`config.mk`:
```
export PLATFORM = sky130hd
export DESIGN_NAME = pipe_stage_reg_flat
export DESIGN_NICKNAME = d
export VERILOG_FILES = /design/src/rtl/pipe_pkg.sv /design/src/rtl/pipe_stage_reg_if.sv /design/src/rtl/pipe_perf_cnt.sv /design/src/rtl/pipe_stage_reg.sv /design/src/flat_wrapper.sv
export SDC_FILE = /design/constraint.sdc
export NUM_CORES = 1
export LEC_CHECK = 0
export BUFFER_PORTS_ARGS = -buffer_cell sky130_fd_sc_hd__buf_4
export CELL_PAD_IN_SITES_DETAIL_PLACEMENT = 0
export CELL_PAD_IN_SITES_GLOBAL_PLACEMENT = 1
export CORE_MARGIN = 2
export CORE_UTILIZATION = 35
export CTS_BUF_LIST = sky130_fd_sc_hd__clkbuf_4
export CTS_CLUSTER_SIZE = 10
export DETAILED_ROUTE_END_ITERATION = 8
export PLACE_DENSITY = 0.84
export SYNTH_ARGS = -nofsm -noshare
export SYNTH_HDL_FRONTEND = slang
export SYNTH_HIERARCHICAL = 1
export SYNTH_SLANG_ARGS = --single-unit
```
`constraint.sdc`:
```
create_clock -name clk -period 2.2 [get_ports clk]
set_input_delay 0.22 -clock clk [delete_from_list [all_inputs] [get_ports clk]]
set_output_delay 0.22 -clock clk [all_outputs]
set_load 0.1 [all_outputs]
```
`src/rtl/pipe_pkg.sv`:
```
// rtl/pipe_pkg.sv - shared pipeline constants, widths and stage-action encoding
package pipe_pkg;

  localparam int          DATA_W      = 32;
  localparam int          TNEW_W      = 3;
  localparam int          EXC_W       = 5;
  localparam int          PERF_W      = 16;
  localparam int          EXC_NONE    = 0;
  localparam logic [31:0] NOP         = 32'h0000_0000;
  localparam logic [31:0] HANDLER_DEF = 32'h0000_4180;

  typedef enum logic [1:0] {
    ACT_ADV   = 2'd0,
    ACT_STALL = 2'd1,
    ACT_FLUSH = 2'd2,
    ACT_REQ   = 2'd3
  } act_e;

  // Resolves the concurrent control inputs into the single action taken this edge.
  function automatic act_e pick_act(input logic req, input logic flush, input logic stall);
    if (req)        return ACT_REQ;
    else if (flush) return ACT_FLUSH;
    else if (stall) return ACT_STALL;
    else            return ACT_ADV;
  endfunction

endpackage

```
`src/rtl/pipe_stage_reg_if.sv`:
```
// rtl/pipe_stage_reg_if.sv - control, data-in and data-out bundle of one stage boundary
interface pipe_stage_reg_if #(
  parameter int DW    = 32,
  parameter int TW    = 3,
  parameter int EW    = 5,
  parameter int CNT_W = 16
);
  logic             stall;
  logic             flush;
  logic             req;
  logic             cnt_clr;
  logic [31:0]      instr_in;
  logic [31:0]      pc_in;
  logic             bd_in;
  logic [DW-1:0]    rs_in;
  logic [DW-1:0]    rt_in;
  logic [DW-1:0]    imm_in;
  logic [EW-1:0]    exc_in;
  logic [EW-1:0]    exc_local;
  logic [TW-1:0]    tnew_in;

  logic [31:0]      instr_out;
  logic [31:0]      pc_out;
  logic             bd_out;
  logic             valid_out;
  logic [DW-1:0]    rs_out;
  logic [DW-1:0]    rt_out;
  logic [DW-1:0]    imm_out;
  logic [EW-1:0]    exc_out;
  logic [TW-1:0]    tnew_out;
  logic [CNT_W-1:0] bubble_cnt;
  logic [CNT_W-1:0] stall_cnt;

  modport master (
    output stall, flush, req, cnt_clr, instr_in, pc_in, bd_in,
           rs_in, rt_in, imm_in, exc_in, exc_local, tnew_in,
    input  instr_out, pc_out, bd_out, valid_out, rs_out, rt_out, imm_out,
           exc_out, tnew_out, bubble_cnt, stall_cnt
  );

  modport slave (
    input  stall, flush, req, cnt_clr, instr_in, pc_in, bd_in,
           rs_in, rt_in, imm_in, exc_in, exc_local, tnew_in,
    output instr_out, pc_out, bd_out, valid_out, rs_out, rt_out, imm_out,
           exc_out, tnew_out, bubble_cnt, stall_cnt
  );
endinterface

```
`src/rtl/pipe_perf_cnt.sv`:
```
// rtl/pipe_perf_cnt.sv - saturating event counter with synchronous clear
module pipe_perf_cnt #(
  parameter int CNT_W = 16
) (
  input  logic             clk,
  input  logic             reset,
  input  logic             i_en,
  input  logic             i_clr,
  output logic [CNT_W-1:0] o_cnt
);

  logic [CNT_W-1:0] r_cnt;

  // Clear beats increment; the counter parks at all-ones instead of wrapping.
  always_ff @(posedge clk or negedge reset) begin
    if (!reset)                      r_cnt <= '0;
    else if (i_clr)                  r_cnt <= '0;
    else if (i_en && (r_cnt != '1))  r_cnt <= r_cnt + CNT_W'(1);
  end

  assign o_cnt = r_cnt;

endmodule

```
`src/rtl/pipe_stage_reg.sv`:
```
// rtl/pipe_stage_reg.sv - inter-stage pipeline register with stall/flush/redirect and perf counters
module pipe_stage_reg
  import pipe_pkg::*;
#(
  parameter int          DW       = DATA_W,
  parameter int          TW       = TNEW_W,
  parameter int          EW       = EXC_W,
  parameter int          CNT_W    = PERF_W,
  parameter int          TNEW_DEC = 1,
  parameter logic [31:0] HANDLER  = HANDLER_DEF
) (
  input  logic             clk,
  input  logic             reset,
  pipe_stage_reg_if.slave  bus
);

  act_e          w_act;
  logic [EW-1:0] w_exc_nxt;
  logic [TW-1:0] w_tnew_nxt;
  logic          w_bubble_en;
  logic          w_stall_en;

  logic [31:0]   r_instr;
  logic [31:0]   r_pc;
  logic          r_bd;
  logic          r_valid;
  logic [DW-1:0] r_rs;
  logic [DW-1:0] r_rt;
  logic [DW-1:0] r_imm;
  logic [EW-1:0] r_exc;
  logic [TW-1:0] r_tnew;

  assign w_act      = pick_act(bus.req, bus.flush, bus.stall);
  assign w_exc_nxt  = (bus.exc_in != EW'(EXC_NONE)) ? bus.exc_in : bus.exc_local;
  assign w_tnew_nxt = (TNEW_DEC == 0)      ? bus.tnew_in :
                      (bus.tnew_in == '0)  ? '0 : bus.tnew_in - TW'(1);

  always_ff @(posedge clk or negedge reset) begin
    if (!reset) begin
      r_instr <= NOP;
      r_pc    <= '0;
      r_bd    <= 1'b0;
      r_valid <= 1'b0;
      r_rs    <= '0;
      r_rt    <= '0;
      r_imm   <= '0;
      r_exc   <= EW'(EXC_NONE);
      r_tnew  <= '0;
    end else begin
      case (w_act)
        ACT_REQ, ACT_FLUSH: begin
          // A flushed slot keeps PC/BD so a later exception can still report the right EPC.
          r_instr <= NOP;
          r_pc    <= (w_act == ACT_REQ) ? HANDLER : bus.pc_in;
          r_bd    <= (w_act == ACT_REQ) ? 1'b0 : bus.bd_in;
          r_valid <= 1'b0;
          r_rs    <= '0;
          r_rt    <= '0;
          r_imm   <= '0;
          r_exc   <= EW'(EXC_NONE);
          r_tnew  <= '0;
        end
        ACT_ADV: begin
          r_instr <= bus.instr_in;
          r_pc    <= bus.pc_in;
          r_bd    <= bus.bd_in;
          r_valid <= 1'b1;
          r_rs    <= bus.rs_in;
          r_rt    <= bus.rt_in;
          r_imm   <= bus.imm_in;
          r_exc   <= w_exc_nxt;
          r_tnew  <= w_tnew_nxt;
        end
        default: ;
      endcase
    end
  end

  assign w_bubble_en = (w_act == ACT_FLUSH);
  assign w_stall_en  = (w_act == ACT_STALL);

  pipe_perf_cnt #(.CNT_W(CNT_W)) u_bubble_cnt (
    .clk   (clk),
    .reset (reset),
    .i_en  (w_bubble_en),
    .i_clr (bus.cnt_clr),
    .o_cnt (bus.bubble_cnt)
  );

  pipe_perf_cnt #(.CNT_W(CNT_W)) u_stall_cnt (
    .clk   (clk),
    .reset (reset),
    .i_en  (w_stall_en),
    .i_clr (bus.cnt_clr),
    .o_cnt (bus.stall_cnt)
  );

  assign bus.instr_out = r_instr;
  assign bus.pc_out    = r_pc;
  assign bus.bd_out    = r_bd;
  assign bus.valid_out = r_valid;
  assign bus.rs_out    = r_rs;
  assign bus.rt_out    = r_rt;
  assign bus.imm_out   = r_imm;
  assign bus.exc_out   = r_exc;
  assign bus.tnew_out  = r_tnew;

endmodule

```
`src/flat_wrapper.sv`:
```
// flat-port wrapper written by rule: the top's interface ports become plain ports
module pipe_stage_reg_flat import pipe_pkg::*;
#(
  parameter int          DW       = DATA_W,
  parameter int          TW       = TNEW_W,
  parameter int          EW       = EXC_W,
  parameter int          CNT_W    = PERF_W,
  parameter int          TNEW_DEC = 1,
  parameter logic [31:0] HANDLER  = HANDLER_DEF
)
  (clk, reset, bus_stall, bus_flush, bus_req, bus_cnt_clr, bus_instr_in, bus_pc_in, bus_bd_in, bus_rs_in, bus_rt_in, bus_imm_in, bus_exc_in, bus_exc_local, bus_tnew_in, bus_instr_out, bus_pc_out, bus_bd_out, bus_valid_out, bus_rs_out, bus_rt_out, bus_imm_out, bus_exc_out, bus_tnew_out, bus_bubble_cnt, bus_stall_cnt);
  pipe_stage_reg_if #(.DW(DW), .TW(TW), .EW(EW), .CNT_W(CNT_W)) bus_i ();
  input  logic clk;
  input  logic reset;
  input wire logic [$bits(bus_i.stall)-1:0] bus_stall;
  input wire logic [$bits(bus_i.flush)-1:0] bus_flush;
  input wire logic [$bits(bus_i.req)-1:0] bus_req;
  input wire logic [$bits(bus_i.cnt_clr)-1:0] bus_cnt_clr;
  input wire logic [$bits(bus_i.instr_in)-1:0] bus_instr_in;
  input wire logic [$bits(bus_i.pc_in)-1:0] bus_pc_in;
  input wire logic [$bits(bus_i.bd_in)-1:0] bus_bd_in;
  input wire logic [$bits(bus_i.rs_in)-1:0] bus_rs_in;
  input wire logic [$bits(bus_i.rt_in)-1:0] bus_rt_in;
  input wire logic [$bits(bus_i.imm_in)-1:0] bus_imm_in;
  input wire logic [$bits(bus_i.exc_in)-1:0] bus_exc_in;
  input wire logic [$bits(bus_i.exc_local)-1:0] bus_exc_local;
  input wire logic [$bits(bus_i.tnew_in)-1:0] bus_tnew_in;
  output wire logic [$bits(bus_i.instr_out)-1:0] bus_instr_out;
  output wire logic [$bits(bus_i.pc_out)-1:0] bus_pc_out;
  output wire logic [$bits(bus_i.bd_out)-1:0] bus_bd_out;
  output wire logic [$bits(bus_i.valid_out)-1:0] bus_valid_out;
  output wire logic [$bits(bus_i.rs_out)-1:0] bus_rs_out;
  output wire logic [$bits(bus_i.rt_out)-1:0] bus_rt_out;
  output wire logic [$bits(bus_i.imm_out)-1:0] bus_imm_out;
  output wire logic [$bits(bus_i.exc_out)-1:0] bus_exc_out;
  output wire logic [$bits(bus_i.tnew_out)-1:0] bus_tnew_out;
  output wire logic [$bits(bus_i.bubble_cnt)-1:0] bus_bubble_cnt;
  output wire logic [$bits(bus_i.stall_cnt)-1:0] bus_stall_cnt;
  assign bus_i.stall = bus_stall;
  assign bus_i.flush = bus_flush;
  assign bus_i.req = bus_req;
  assign bus_i.cnt_clr = bus_cnt_clr;
  assign bus_i.instr_in = bus_instr_in;
  assign bus_i.pc_in = bus_pc_in;
  assign bus_i.bd_in = bus_bd_in;
  assign bus_i.rs_in = bus_rs_in;
  assign bus_i.rt_in = bus_rt_in;
  assign bus_i.imm_in = bus_imm_in;
  assign bus_i.exc_in = bus_exc_in;
  assign bus_i.exc_local = bus_exc_local;
  assign bus_i.tnew_in = bus_tnew_in;
  assign bus_instr_out = bus_i.instr_out;
  assign bus_pc_out = bus_i.pc_out;
  assign bus_bd_out = bus_i.bd_out;
  assign bus_valid_out = bus_i.valid_out;
  assign bus_rs_out = bus_i.rs_out;
  assign bus_rt_out = bus_i.rt_out;
  assign bus_imm_out = bus_i.imm_out;
  assign bus_exc_out = bus_i.exc_out;
  assign bus_tnew_out = bus_i.tnew_out;
  assign bus_bubble_cnt = bus_i.bubble_cnt;
  assign bus_stall_cnt = bus_i.stall_cnt;
  pipe_stage_reg #(.DW(DW), .TW(TW), .EW(EW), .CNT_W(CNT_W), .TNEW_DEC(TNEW_DEC), .HANDLER(HANDLER)) u_core (.clk(clk), .reset(reset), .bus(bus_i));
endmodule
```
After elaboration in Yosys (flattened, before gate mapping). Cells that the tools add are included.

Bits in registers: 202. Latch bits: 0. Input bits: 180. ROM bits: 0. Memories: 0. Word-level logic and storage cells: 48. Memory bits (writable): 0.

Bitwise operators: 0. Shift-type cells: 0. Reduce and logical (&&, ||, !) cells: 9. Add/sub/neg operators: 3. $lt $le $gt $ge: 0. Divide/modulo/power cells: 0. Multiply operators: 0. Multiplexer cells: 20. Equality and inequality tests: 5.

Operator list (number): case mux 32 bit (2 select lines) (5); two-way mux 16 bit (4); adder 16 x 1 -> 16 bit, second input constant (2); two-way mux 32 bit (1); inequality test 16 bit, second input constant (2); case mux 5 bit (2 select lines) (1); case mux 3 bit (2 select lines) (1); nonzero test 2 bit (3); two-way mux 5 bit (1); nonzero test 5 bit (1); == test 2 bit, second input constant (2); two-way mux 2 bit (2); case mux 1 bit (2 select lines) (2); logical NOT 3 bit (1); two-way mux 3 bit (1); subtractor 3 x 1 -> 3 bit, second input constant (1); == test 2 x 1 -> 1 bit, second input constant (1); logical AND 1 bit (2); logical NOT 2 bit (1); two-way mux 1 bit (2); OR reduction 2 bit (1).

Longest topological paths before layout.
Depth in word-level cells: 7. Gate-level depth with buffers: 9.

Hierarchy. Netlist, hierarchy kept.

Modules (own cells, without submodules): pipe_stage_reg (times used 1, cells an instance 407, area an instance 6093.3 um^2); pipe_perf_cnt (times used 2, cells an instance 98, area an instance 942.2 um^2).

Worst setup path before layout. No wires, ideal clock.

Path kind: register to register. Start point: reg u_core.u_bubble_cnt.r_cnt[0] (netlist: u_core/u_bubble_cnt/o_cnt[0]). End point: reg u_core.u_bubble_cnt.r_cnt[15] (netlist: u_core/u_bubble_cnt/o_cnt[15]). Stages on the path, launching flop included: 6. Arrival: 2.349 ns. Library setup time: 0.128 ns. Slack: -0.276 ns. Cell sequence: dfrtp_1 > ha_1 > nand4_2 > nor4_4 > nor4_1 > mux2_1.

Word-level cells in the longest chain between the ends: 3. Elaborated cells between the ends (all ways): 6. Those cells by class: 1 x add/sub; 1 x eq/ne; 2 x mux; 2 x reduce/logical.

Ends and longest elaborated chain: start: declaration (line pipe_perf_cnt.sv:12) `logic [CNT_W-1:0] r_cnt;`; start signal: assignment (line pipe_perf_cnt.sv:18) `else if (i_en && (r_cnt != '1)) r_cnt <= r_cnt + CNT_W'(1);`; adder 16 x 1 -> 16 bit or inequality test 16 bit (tied branches) (line pipe_perf_cnt.sv:18); two-way mux 16 bit or logical AND 1 bit (tied branches) (line pipe_perf_cnt.sv:18); two-way mux 16 bit or nonzero test 2 bit (tied branches).

Parallel ways exist; a longest one is shown, timed or not. The select of a mux whose other input is x is not followed. A chain may end at the register's enable or synchronous reset.

Worst setup path in the final report.
Start point: reg u_core.u_stall_cnt.r_cnt[0] (netlist: u_core/u_stall_cnt/o_cnt[0]). End point: reg u_core.u_stall_cnt.r_cnt[15] (netlist: u_core/u_stall_cnt/o_cnt[15]).

Word-level cells in the longest chain between the ends: 3. Elaborated cells between the ends (all ways): 6. Those cells by class: 1 x add/sub; 1 x eq/ne; 2 x mux; 2 x reduce/logical.

Ends and longest elaborated chain (line): start: declaration (pipe_perf_cnt.sv:12); start signal: assignment (pipe_perf_cnt.sv:18); adder 16 x 1 -> 16 bit or inequality test 16 bit (tied branches) (pipe_perf_cnt.sv:18); two-way mux 16 bit or logical AND 1 bit (tied branches) (pipe_perf_cnt.sv:18); two-way mux 16 bit or nonzero test 2 bit (tied branches).

Parallel ways exist; a longest one is shown, timed or not. The select of a mux whose other input is x is not followed.

==> impl_metrics.tcl <==
set metrics [dict create \
    post_cts_buffers 0 \
    synth.area.top_cells "dfrtp_1, a22o_1, a21oi_1, o31ai_1, buf_2" \
    p_leak_nw 6.92 \
    cp.required_ns 2.72 \
    yosysTopAreaCellShare 0.634 \
    fillCellCount 1720 \
    io_buffers 381 \
    htree_levels 2 \
    fin_nets 1383 \
    grt_overflow 0 \
    critical_path_class "flop to flop" \
    swShare 0.317 \
    dp_hpwl_um 17300 \
    fin_setup_tns_ns 0 \
    rsz0062_at_grt "false" \
    clock-sinks 202 \
    end_kind "flop" \
    fin_area_um2 13800 \
    finalNonFillerCells 1523 \
    placed_area_um2 11200 \
    post-route-period-util 0.916 \
    drv_slew 0 \
    io_pins 382 \
    syn_inst 603 \
    cts_buffers 55 \
    fmax_mhz 496 \
    grtUsageTotal 0.230 \
    min_path_type "input port to asynchronous set/reset pin" \
    first_iter_violations 525 \
    die_area_um2 24000 \
    globalplace.congestion 0.788 \
    comb_power_share 0.214 \
    die_w_um 155 \
    path_cells "ha_1 -> nand4_2 -> nor4_4 -> nor4_1 -> mux2_1" \
    syn-num-nets 787 \
    fin_worst_skew_ns 0.0107 \
    status "complete, no violations" \
    synth-seq-area-share 0.634 \
    final_common_cell "buf_4" \
    synthToLayoutAreaGrowth_pct 73.1 \
    rows 55 \
    final.min_clock_period_ns 2.02 \
    seqPwrFrac 0.415 \
    slew_headroom 0.532 \
    setup_violations 0 \
    internal_power_mw 6.44 \
    vdd_drop_max_mv 0.428 \
    net-switching-power_mw 3.00 \
    syn_area_um2 7980 \
    p_per_area_nw_per_um2 684 \
    synth-seq-cells 202 \
    totalWireLength_um 28700 \
    start_util 0.355 \
    cts_tree "done" \
    p_clk_frac 0.371 \
    max-clock-path-buffers 3 \
    grt_max_degree 140 \
    wl_per_cell_um 18.8 \
    final_util 0.614 \
    dp.cells 1238 \
    tightest_slew_ns 0.702 \
    vias_per_cell 5.11 \
    cp-start-kind "flop" \
    final_cell_mix "buf_4, dlygate4sd3_1, dfrtp_1" \
    insertion_delay_ns 0.64 \
    grt_pass1_vias 8222 \
    synth-warning-count 6 \
    die_h_um 155 \
    worstPathMaxFanout 13 \
    synth_top_area_cell "dfrtp_1" \
    clkSlewWorstSetupHoldPaths_ns 0.07 \
    hold_viol_final 0 \
    max_stage_delay_ns 0.64 \
    antenna_found_initial 1 \
    cts_root_buf "clkbuf_4" \
    max-cap-violations 0 \
    drc_errors 0 \
    via_count 7786 \
    ys_types 41 \
    multi_input_area_um2 2660 \
    grt_pass1_wl_um 44100 \
    drive_above_1_share 0.428 \
    synth.avg_cell_area_um2 13.2 \
    ff_latch_area_um2 5090 \
    ant_nets 0 \
    first_pass_iters 5 \
    core_um2 22500 \
    crit_path_top_delay_cell "nor4_4" \
    critical_path_arrival_ns 2.54 \
]
per-stage QoR:
step | power, mW | hold WS [ns] | setup slack (ns)
final | 9.44 | 0.0972 | 0.184
after global routing | 9.86 | 0.0711 | 0.0306
after CTS | 9.52 | 0.0256 | 0.170
after detailed placement | 5.70 | 0.225 | 0.203
after global placement | 5.69 | 0.217 | 0.267
after floorplan | 5.06 | -0.0756 | 0.00265
cells in the mapped netlist, drive strengths merged:
cell	number
a211oi	2
a21boi	1
a21o	1
a21oi	25
a22o	159
a22oi	4
and2	1
and3	4
and4	4
buf	24
clkbuf	21
dfrtp	202
ha	4
inv	11
mux2	8
nand2	16
nand2b	4
nand3	6
nand3b	2
nand4	14
nor2	10
nor2b	8
nor3	3
nor4	11
o211ai	2
o21ai	14
o22a	3
o31ai	15
or2	1
or3	7
or4	16
layout make-up:
cell class,count,area share
sequential,202,0.368
timing repair buffer,584,0.357
multi-input combinational,345,0.193
clock buffer,82,0.0446
tap,285,0.0258
clock inverter,13,0.00734
inverter,11,0.00317
antenna,1,0.000181
power by group through the flow:
stage	Sequential [mW]	Clock [mW]	Combinational, mW
after global routing	3.93	3.83	2.10
after global placement	3.97	0	1.71
after detailed placement	3.97	0	1.73
after CTS	3.91	3.61	2.00
final	3.92	3.50	2.02
after floorplan	4.85	0	0.211
path summary, 6_finish.rpt:
kind	depth (start not counted)	end	start	slack [ns]
max in group asynchronous	3	u_core/bus.pc_out[26]$_DFFE_PN0P_	reset	1.35
setup reg to reg	5	u_core/u_stall_cnt/o_cnt[15]$_DFFE_PN0P_	u_core/u_stall_cnt/o_cnt[0]$_DFFE_PN0P_	0.18
hold / removal	2	u_core/bus.pc_out[19]$_DFFE_PN0P_	reset	0.1
setup / recovery	5	u_core/u_stall_cnt/o_cnt[15]$_DFFE_PN0P_	u_core/u_stall_cnt/o_cnt[0]$_DFFE_PN0P_	0.18
hold reg to reg	1	u_core/bus.rt_out[8]$_DFFE_PN0P_	u_core/bus.rt_out[8]$_DFFE_PN0P_	0.51
min in group clk	5	u_core/u_bubble_cnt/o_cnt[1]$_DFFE_PN0P_	bus_flush	0.10
registers in the layout, indices dropped and copies added (netlist names):
| signal | cells |
|---|---|
| u_core/bus.tnew_out | 3 |
| u_core/bus.pc_out | 32 |
| u_core/bus.rt_out | 32 |
| u_core/bus.valid_out | 1 |
| u_core/bus.imm_out | 32 |
| u_core/bus.bd_out | 1 |
| u_core/u_bubble_cnt/o_cnt | 16 |
| u_core/bus.rs_out | 32 |
| u_core/bus.instr_out | 32 |
| u_core/bus.exc_out | 5 |
| u_core/u_stall_cnt/o_cnt | 16 |
kinds of logic after synthesis:
family,share of synthesized area
muxes,0.0113
and+or+nand+nor,0.0866
AOI/OAI and AO/OA,0.229
adders and majority gates,0.00627
DFF,0.634
buffers and inverters,0.0337
worst max-delay path: cells and delay by family (launching register included):
| kind | cells | cell delay, ns |
|---|---|---|
| fa+ha+maj | 1 | 0.23 |
| flops | 1 | 0.40 |
| mux | 1 | 0.33 |
| simple gates | 3 | 0.93 |
routing by layer:
metal / track usage / up-vias / share of wire
li1: - / 3567 / -
met1: 0.272 / 3809 / 0.39
met2: 0.403 / 346 / 0.52
met3: 0.0574 / 64 / 0.067
met4: 0.0869 / 0 / 0.029
met5: 0 / - / 0
repair_timing:
item | CTS | global route
hold endpoints to repair | 394 | 0
gates resized for setup | 0 | 1
hold buffers | 188 | 0
endpoints found under the setup margin | 0 | 5
(Power assumes the default switching activity.)
